--- config.mk ---
export PLATFORM = sky130hd
export DESIGN_NAME = nonce_sweep_ctrl
export DESIGN_NICKNAME = d
export VERILOG_FILES = /design/src/rtl/sha_pkg.sv /design/src/rtl/nonce_sweep_ctrl.sv
export SDC_FILE = /design/constraint.sdc
export NUM_CORES = 2
export LEC_CHECK = 0
export ABC_AREA = 1
export BUFFER_PORTS_ARGS = -buffer_cell sky130_fd_sc_hd__buf_2
export CAP_MARGIN = 20
export CELL_PAD_IN_SITES_DETAIL_PLACEMENT = 1
export CELL_PAD_IN_SITES_GLOBAL_PLACEMENT = 2
export CORE_ASPECT_RATIO = 0.9
export CORE_MARGIN = 3
export CORE_UTILIZATION = 30
export DETAILED_ROUTE_END_ITERATION = 16
export PLACE_DENSITY = 0.84
export SYNTH_ARGS = -nofsm -noshare
export SYNTH_HDL_FRONTEND = slang
export SYNTH_SLANG_ARGS = --single-unit
export TNS_END_PERCENT = 50
--- constraint.sdc ---
create_clock -name clk -period 3.9 [get_ports clk]
set_input_delay 0.78 -clock clk [delete_from_list [all_inputs] [get_ports clk]]
set_output_delay 0.78 -clock clk [all_outputs]
set_load 0.005 [all_outputs]
--- src/rtl/sha_pkg.sv ---
// sha_pkg: shared widths, memory timing and controller state encoding
// for the nonce sweep controller.
package sha_pkg;
    localparam int SHA_WORDS      = 8;
    localparam int MEM_RD_LATENCY = 2;
    localparam int WORD_W         = 32;
    localparam int ADDR_W         = 16;

    typedef enum logic [3:0] {
        S_IDLE,
        S_COPY_RD,
        S_COPY_WAIT,
        S_COPY_WR,
        S_NONCE_WR,
        S_KICK,
        S_WAIT_LOW,
        S_WAIT_HIGH,
        S_RD_ADDR,
        S_RD_WAIT,
        S_RD_DATA,
        S_CHECK
    } ctl_state_t;
endpackage

--- src/rtl/nonce_sweep_ctrl.sv ---
// nonce_sweep_ctrl: drives a shared-memory SHA-256 hasher over a range of nonces,
// stopping on the first digest whose h0 is below target.
module nonce_sweep_ctrl
    import sha_pkg::*;
#(
    parameter int NUM_OF_WORDS = 20,
    parameter int NONCE_WORD   = 19,
    parameter int HASH_WORDS   = SHA_WORDS
) (
    input  logic                         clk,
    input  logic                         reset_n,
    input  logic                         start,
    input  logic [ADDR_W-1:0]            header_addr,
    input  logic [ADDR_W-1:0]            msg_addr,
    input  logic [ADDR_W-1:0]            hash_addr,
    input  logic [WORD_W-1:0]            nonce_base,
    input  logic [WORD_W-1:0]            nonce_count,
    input  logic [WORD_W-1:0]            target,
    output logic                         done,
    output logic                         found,
    output logic [WORD_W-1:0]            found_nonce,
    output logic [HASH_WORDS*WORD_W-1:0] found_hash,
    output logic [WORD_W-1:0]            nonces_tried,
    output logic                         sha_start,
    input  logic                         sha_done,
    output logic [ADDR_W-1:0]            sha_message_addr,
    output logic [ADDR_W-1:0]            sha_output_addr,
    output logic                         mem_sel,
    output logic                         mem_clk,
    output logic                         mem_we,
    output logic [ADDR_W-1:0]            mem_addr,
    output logic [WORD_W-1:0]            mem_write_data,
    input  logic [WORD_W-1:0]            mem_read_data
);
    localparam int IDX_W = $clog2(NUM_OF_WORDS);
    localparam int DIG_W = HASH_WORDS * WORD_W;
    localparam logic [IDX_W-1:0] LAST_HDR  = IDX_W'(NONCE_WORD - 1);
    localparam logic [IDX_W-1:0] LAST_HASH = IDX_W'(HASH_WORDS - 1);
    localparam logic [1:0]       LAST_WAIT = 2'(MEM_RD_LATENCY - 2);

    ctl_state_t        r_state, w_next;
    logic [IDX_W-1:0]  r_idx;
    logic [1:0]        r_wait;
    logic [ADDR_W-1:0] r_hdr, r_msg, r_hash;
    logic [WORD_W-1:0] r_count, r_target, r_nonce, r_tried, r_found_nonce;
    logic [DIG_W-1:0]  r_digest, r_found_hash;
    logic              r_found, r_mem_sel, r_mem_we;
    logic [ADDR_W-1:0] r_mem_addr;
    logic [WORD_W-1:0] r_mem_wdata;
    logic              w_hit, w_last_nonce, w_wait_done, w_done, w_sha_start;

    assign w_hit        = r_digest[DIG_W-1 -: WORD_W] < r_target;
    assign w_last_nonce = (r_tried + 32'd1) == r_count;
    assign w_wait_done  = r_wait == LAST_WAIT;

    always_comb begin
        w_next      = r_state;
        w_done      = r_state == S_IDLE;
        w_sha_start = r_state == S_KICK;
        case (r_state)
            S_IDLE:      if (start && nonce_count != '0) w_next = S_COPY_RD;
            S_COPY_RD:   w_next = S_COPY_WAIT;
            S_COPY_WAIT: if (w_wait_done) w_next = S_COPY_WR;
            S_COPY_WR:   w_next = (r_idx == LAST_HDR) ? S_NONCE_WR : S_COPY_RD;
            S_NONCE_WR:  w_next = S_KICK;
            S_KICK:      w_next = S_WAIT_LOW;
            S_WAIT_LOW:  if (!sha_done) w_next = S_WAIT_HIGH;
            S_WAIT_HIGH: if (sha_done) w_next = S_RD_ADDR;
            S_RD_ADDR:   w_next = S_RD_WAIT;
            S_RD_WAIT:   if (w_wait_done) w_next = S_RD_DATA;
            S_RD_DATA:   w_next = (r_idx == LAST_HASH) ? S_CHECK : S_RD_ADDR;
            S_CHECK:     w_next = (w_hit || w_last_nonce) ? S_IDLE : S_NONCE_WR;
            default:     w_next = S_IDLE;
        endcase
    end

    always_ff @(posedge clk or negedge reset_n) begin
        if (!reset_n) r_state <= S_IDLE;
        else          r_state <= w_next;
    end

    // One index/wait sequencer is shared by the header copy and the digest read.
    always_ff @(posedge clk or negedge reset_n) begin
        if (!reset_n) begin
            r_idx         <= '0;
            r_wait        <= '0;
            r_hdr         <= '0;
            r_msg         <= '0;
            r_hash        <= '0;
            r_count       <= '0;
            r_target      <= '0;
            r_nonce       <= '0;
            r_tried       <= '0;
            r_digest      <= '0;
            r_found       <= 1'b0;
            r_found_nonce <= '0;
            r_found_hash  <= '0;
            r_mem_sel     <= 1'b1;
            r_mem_we      <= 1'b0;
            r_mem_addr    <= '0;
            r_mem_wdata   <= '0;
        end else begin
            case (r_state)
                S_IDLE: if (start) begin
                    r_hdr         <= header_addr;
                    r_msg         <= msg_addr;
                    r_hash        <= hash_addr;
                    r_count       <= nonce_count;
                    r_target      <= target;
                    r_nonce       <= nonce_base;
                    r_tried       <= '0;
                    r_found       <= 1'b0;
                    r_found_nonce <= '0;
                    r_found_hash  <= '0;
                    r_idx         <= '0;
                end
                S_COPY_RD: begin
                    r_mem_we   <= 1'b0;
                    r_mem_addr <= r_hdr + ADDR_W'(r_idx);
                    r_wait     <= '0;
                end
                S_COPY_WAIT, S_RD_WAIT: r_wait <= r_wait + 2'd1;
                S_COPY_WR: begin
                    r_mem_we    <= 1'b1;
                    r_mem_addr  <= r_msg + ADDR_W'(r_idx);
                    r_mem_wdata <= mem_read_data;
                    r_idx       <= (r_idx == LAST_HDR) ? '0 : r_idx + 1'b1;
                end
                S_NONCE_WR: begin
                    r_mem_we    <= 1'b1;
                    r_mem_addr  <= r_msg + ADDR_W'(NONCE_WORD);
                    r_mem_wdata <= r_nonce;
                end
                S_KICK: begin
                    r_mem_sel <= 1'b0;
                    r_mem_we  <= 1'b0;
                end
                S_WAIT_HIGH: if (sha_done) begin
                    r_mem_sel <= 1'b1;
                    r_idx     <= '0;
                end
                S_RD_ADDR: begin
                    r_mem_addr <= r_hash + ADDR_W'(r_idx);
                    r_wait     <= '0;
                end
                S_RD_DATA: begin
                    r_digest <= {r_digest[DIG_W-WORD_W-1:0], mem_read_data};
                    r_idx    <= r_idx + 1'b1;
                end
                S_CHECK: begin
                    r_tried <= r_tried + 32'd1;
                    if (w_hit) begin
                        r_found       <= 1'b1;
                        r_found_nonce <= r_nonce;
                        r_found_hash  <= r_digest;
                    end else if (!w_last_nonce) begin
                        r_nonce <= r_nonce + 32'd1;
                    end
                end
                default: ;
            endcase
        end
    end

    assign done             = w_done;
    assign sha_start        = w_sha_start;
    assign found            = r_found;
    assign found_nonce      = r_found_nonce;
    assign found_hash       = r_found_hash;
    assign nonces_tried     = r_tried;
    assign sha_message_addr = r_msg;
    assign sha_output_addr  = r_hash;
    assign mem_sel          = r_mem_sel;
    assign mem_clk          = clk;
    assign mem_we           = r_mem_we;
    assign mem_addr         = r_mem_addr;
    assign mem_write_data   = r_mem_wdata;
endmodule

## Word level (Yosys, flattened, before mapping)

Index checks and enable logic that the tools add are counted.
W data, S select, Z words.

| word-level totals | value |
|---|---|
| word-level logic and storage cells | 106 |
| output and inout port bits | 406 |
| bits in registers | 782 |

| operators by class | value |
|---|---|
| reduce and logical (&&, ||, !) cells | 23 |
| magnitude comparators | 1 |
| add/sub/neg operators | 8 |
| mux-type cells | 33 |
| equal/unequal tests | 23 |

Operators by type and width:

| cell | count |
|---|---|
| $mux W256 | 2 |
| $pmux W256 S2 | 1 |
| $pmux W32 S2 | 4 |
| $mux W32 | 5 |
| $add A32 B1 Y32 const B | 2 |
| $pmux W16 S4 | 1 |
| $add A16 B5 Y16 | 3 |
| $pmux W4 S12 | 1 |
| $eq A32 B32 Y1 | 1 |
| $lt A32 B32 Y1 | 1 |
| $reduce_bool A32 Y1 | 1 |
| $mux W4 | 5 |
| $pmux W5 S4 | 1 |
| $add A16 B5 Y16 const B | 1 |
| $eq A4 B3 Y1 const B | 4 |
| $eq A4 B4 Y1 const B | 4 |
| $ne A2 B2 Y1 const B | 8 |
| $mux W5 | 3 |
| $reduce_bool A2 Y1 | 5 |
| $eq A4 B2 Y1 const B | 2 |
| $reduce_bool A4 Y1 | 2 |
| $reduce_or A2 Y1 | 4 |
| $mux W3 | 2 |
| $pmux W1 S2 | 3 |
| other kinds (17) | 22 |

## Depth between registers and ports, before layout

| logic depth | value |
|---|---|
| depth after elaboration | 5 |
| gate-level depth with buffers | 22 |
| gate-level depth less buffers | 21 |

==> summary.md <==
* 94.35 mm — post-detailed-placement half-perimeter wirelength
* 34290 um2 — Syn Std Cell Area
* 70 ps — clock edge transition at the registers on the reported setup and hold paths
* 0 — Slew Limit Fails
* 48 — number of distinct standard cells referenced by the synthesized netlist
* 781 x dfrtp_1, 762 x nand2_1, 655 x o21ai_0 — commonest cells in the netlist
* 8.017 mm — met3 wire length
* 20.60 nW — reported leakage power
* 326.8 um — die span in y
* 0 — synthesis warning total
* 58.98 mm — met2 wirelength from detailed routing
* 0 — hold-fix buffers at CTS
* 4.916 — post-detailed-route via-to-cell ratio
* 0 ps — final sum of negative setup slack
* 4570 ps — required time of the worst setup path
* 8.720 um2 — mean instance size in the synthesized netlist
* 5 — First-pass DRT Iterations
* 57.07% — portion of the post-synthesis area used by sequential elements
* 86.61% — Tcrit/Tclk final
* 174 — largest net degree at the start of global routing
* 0 — count of flip-flops with a built-in enable after synthesis
* input pin to async pin — type of the worst min-delay path
* met5 — highest metal layer with signal wires
* 6019 — Layout Cells excl Fill
* 118400 um2 — overall die area
* 0 — maximum capacitance violations
* 3933 — post-synthesis instance total
* 34.35% — switching share of total power
* 586 — IO Count
* 0 — final hold violations
* 790 ps — clk_lat worst skew
* complete, no violations — run status
* flip-flop to flip-flop — worst setup path class
* 0 — DRC
* 0.8682 — weighted congestion reported at the end of routability-driven placement
* 362.4 um — Die W
* 100.0% — Async S/R FF share, synth
* 0 — gr ovfl total
* 4050 ps — arrival time worst endpoint
* 113300 um2 — core region area
* 194.1 mm — wire length of the first global-routing pass
* 4677 — Final Net Count
* done — TritonCTS clock tree
* flip-flop — crit path capture type
* 128.2 mm — WL final
* 606.3 nW/um2 — power per cell area
* 29590 — total vias in the final route
* 782 — number of flip-flops and latches in the synthesized netlist
* 585 — Port Buffers
* 4156 — syn nets
* 25.49 mW — total power consumption of the routed design
* 8.756 mW — Net Switching
* 37.10% — final cell utilization of the core
* 0 — count of buffers added by post-CTS timing repair for setup
* 56.90 mm — met1 routed wirelength after detailed routing
* 16.74 mW — internal power of the cells
* 1944 — number of violations reported at the end of detailed-routing iteration 0
* 303.9 uV — IR Drop Worst-Case VDD
* 21.34% — global-route usage over all layers
* dfrtp_1 — cell type with the largest total area after synthesis
* 0 — antenna-violating nets left
* 0.2960 GHz — Fmax
* dfrtp_1 — top_reg_cell synth
* flip-flop — type of element launching the critical path
* 117 — row count
* 16 — antenna violations before repair
* false — unrepaired setup endpoints after global routing
* 29.75 ps — Hold WS
* 32.24 ps — Layout Skew
* mem_addr[12] — worst flop-to-flop path endpoint
* 7 — largest fanout on the critical path
* 520 ps — setup slack, reg-to-reg
* 33.8% — portion of total power attributed to the clock network
* 18.77% — share of layout cells above drive strength 1
* 3378 ps — shortest period the worst path allows
* 5849 — # placed instances
* 0 — final setup fails
* 31130 — vias in the first global route
* 42.7% — share of power burned in registers
* dfrtp_1 57%, o21ai_0 9.6%, nand2_1 8.3% — cell types with the largest area share after synthesis
* 56.99% — proportion of netlist area held by the largest area contributor
* 880.9 ps — slew at the pin with the worst max-slew slack
* 22.59% — layout overhead on the synthesized area
* 0 — post-cts sizing count
* r_state[3] — startpoint of the worst register-to-register path
* 23.4% — relative contribution of combinational cells to total power
* 30.27% — initial core utilization
* 21.30 um — detailed-route wire length per cell
* 21 — worst-case reg-to-reg path depth
* dfrtp_1 — most used standard cell by instance count after synthesis
* 41.28% — Max-slew headroom
==> routing by layer <==
metal / global-route usage, % / vias up
li1: - / 13810
met1: 28.52 / 14850
met2: 34.00 / 721
met3: 5.030 / 192
met4: 7.254 / 14
met5: 0 / -
==> area by class of cell <==
class,instances,area [um2]
fill,13490,71260
sequential,782,19570
multi-input combinational,2445,12070
timing repair buffer,649,3709
clock buffer,131,2547
tap,1487,1861
inverter,485,1821
clock inverter,32,442.9
antenna,8,20.02
==> worst max-delay path, stage by stage, from the launching register on <==
cell	delay (ps)
dfrtp_1	420
inv_1	90
nor2_1	210
nand2_1	230
nand2_1	130
inv_1	120
nand2_1	90
o211ai_1	90
ha_1	220
fa_1	410
a21oi_1	150
o21ai_0	100
and2_1	160
o21ai_1	220
nor2_1	80
nand2_1	80
inv_1	60
nand2_1	70
xor2_1	140
nand2_1	70
nand2_1	60
nand2_1	40
==> how the worst max path moves through the flow <==
| stage | from | endpoint | slack [ps] | cells past startpoint |
|---|---|---|---|---|
| CTS | r_state[3] | mem_addr[12] | 560 | 21 |
| floorplan | r_state[1] | mem_addr[12] | 640 | 21 |
| global route | r_state[3] | mem_addr[12] | 160 | 21 |
| finish | r_state[3] | mem_addr[12] | 520 | 21 |
| global placement | r_state[1] | mem_addr[12] | 720 | 21 |
| detailed placement | r_state[3] | mem_addr[12] | 600 | 21 |
==> layout by cell type (no fill, tap or decap), drive strengths merged, types with 22 or more instances in the layout <==
cell    count
clkbuf    130
mux2       30
nand4      22
xor2       37
nand3     401
o22ai      28
buf       650
o21ai     658
nand2     768
nor2      228
dfrtp     781
inv       488
ha         42
a21oi     138
==> power groups by stage <==
stage / combinational (mW) / sequential [mW] / clock (mW)
floorplan: 3.73 / 10.5 / 0.0166
global placement: 5.80 / 11.0 / 0.0111
detailed placement: 5.97 / 11.0 / 0.0111
CTS: 6.03 / 10.9 / 8.85
global route: 6.79 / 11.1 / 9.20
finish: 5.97 / 10.9 / 8.63
==> sequential cells by signal (all words and copies together) (netlist names), 2 cells and up <==
register / count
found_hash: 256
r_digest: 256
found_nonce: 32
mem_write_data: 32
nonces_tried: 32
r_count: 32
r_nonce: 32
r_target: 32
mem_addr: 16
r_hdr: 16
sha_message_addr: 16
sha_output_addr: 16
r_idx: 5
r_state: 4
r_wait: 2
==> kinds of logic (layout without fill, tap and decap cells) <==
family,Yosys count,after routing,synth area share (%)
flip-flops,782,782,57.07
AND/OR/NAND/NOR,1472,1472,18.42
AO/OA/AOI/OAI,857,857,12.86
buffers and inverters,706,1297,7.859
XOR/XNOR,43,43,1.219
other,0,8,0
multiplexers,30,30,0.9851
adder cells (fa/ha/maj),43,43,1.591
==> metrics by stage <==
step	setup slack, ps	cell area [um2]
after floorplan	638.0	34290
final	522.2	42040
after global routing	160.3	42030
after global placement	715.6	39040
after detailed placement	603.9	39040
after CTS	557.8	42020
(Power assumes the default switching activity.)
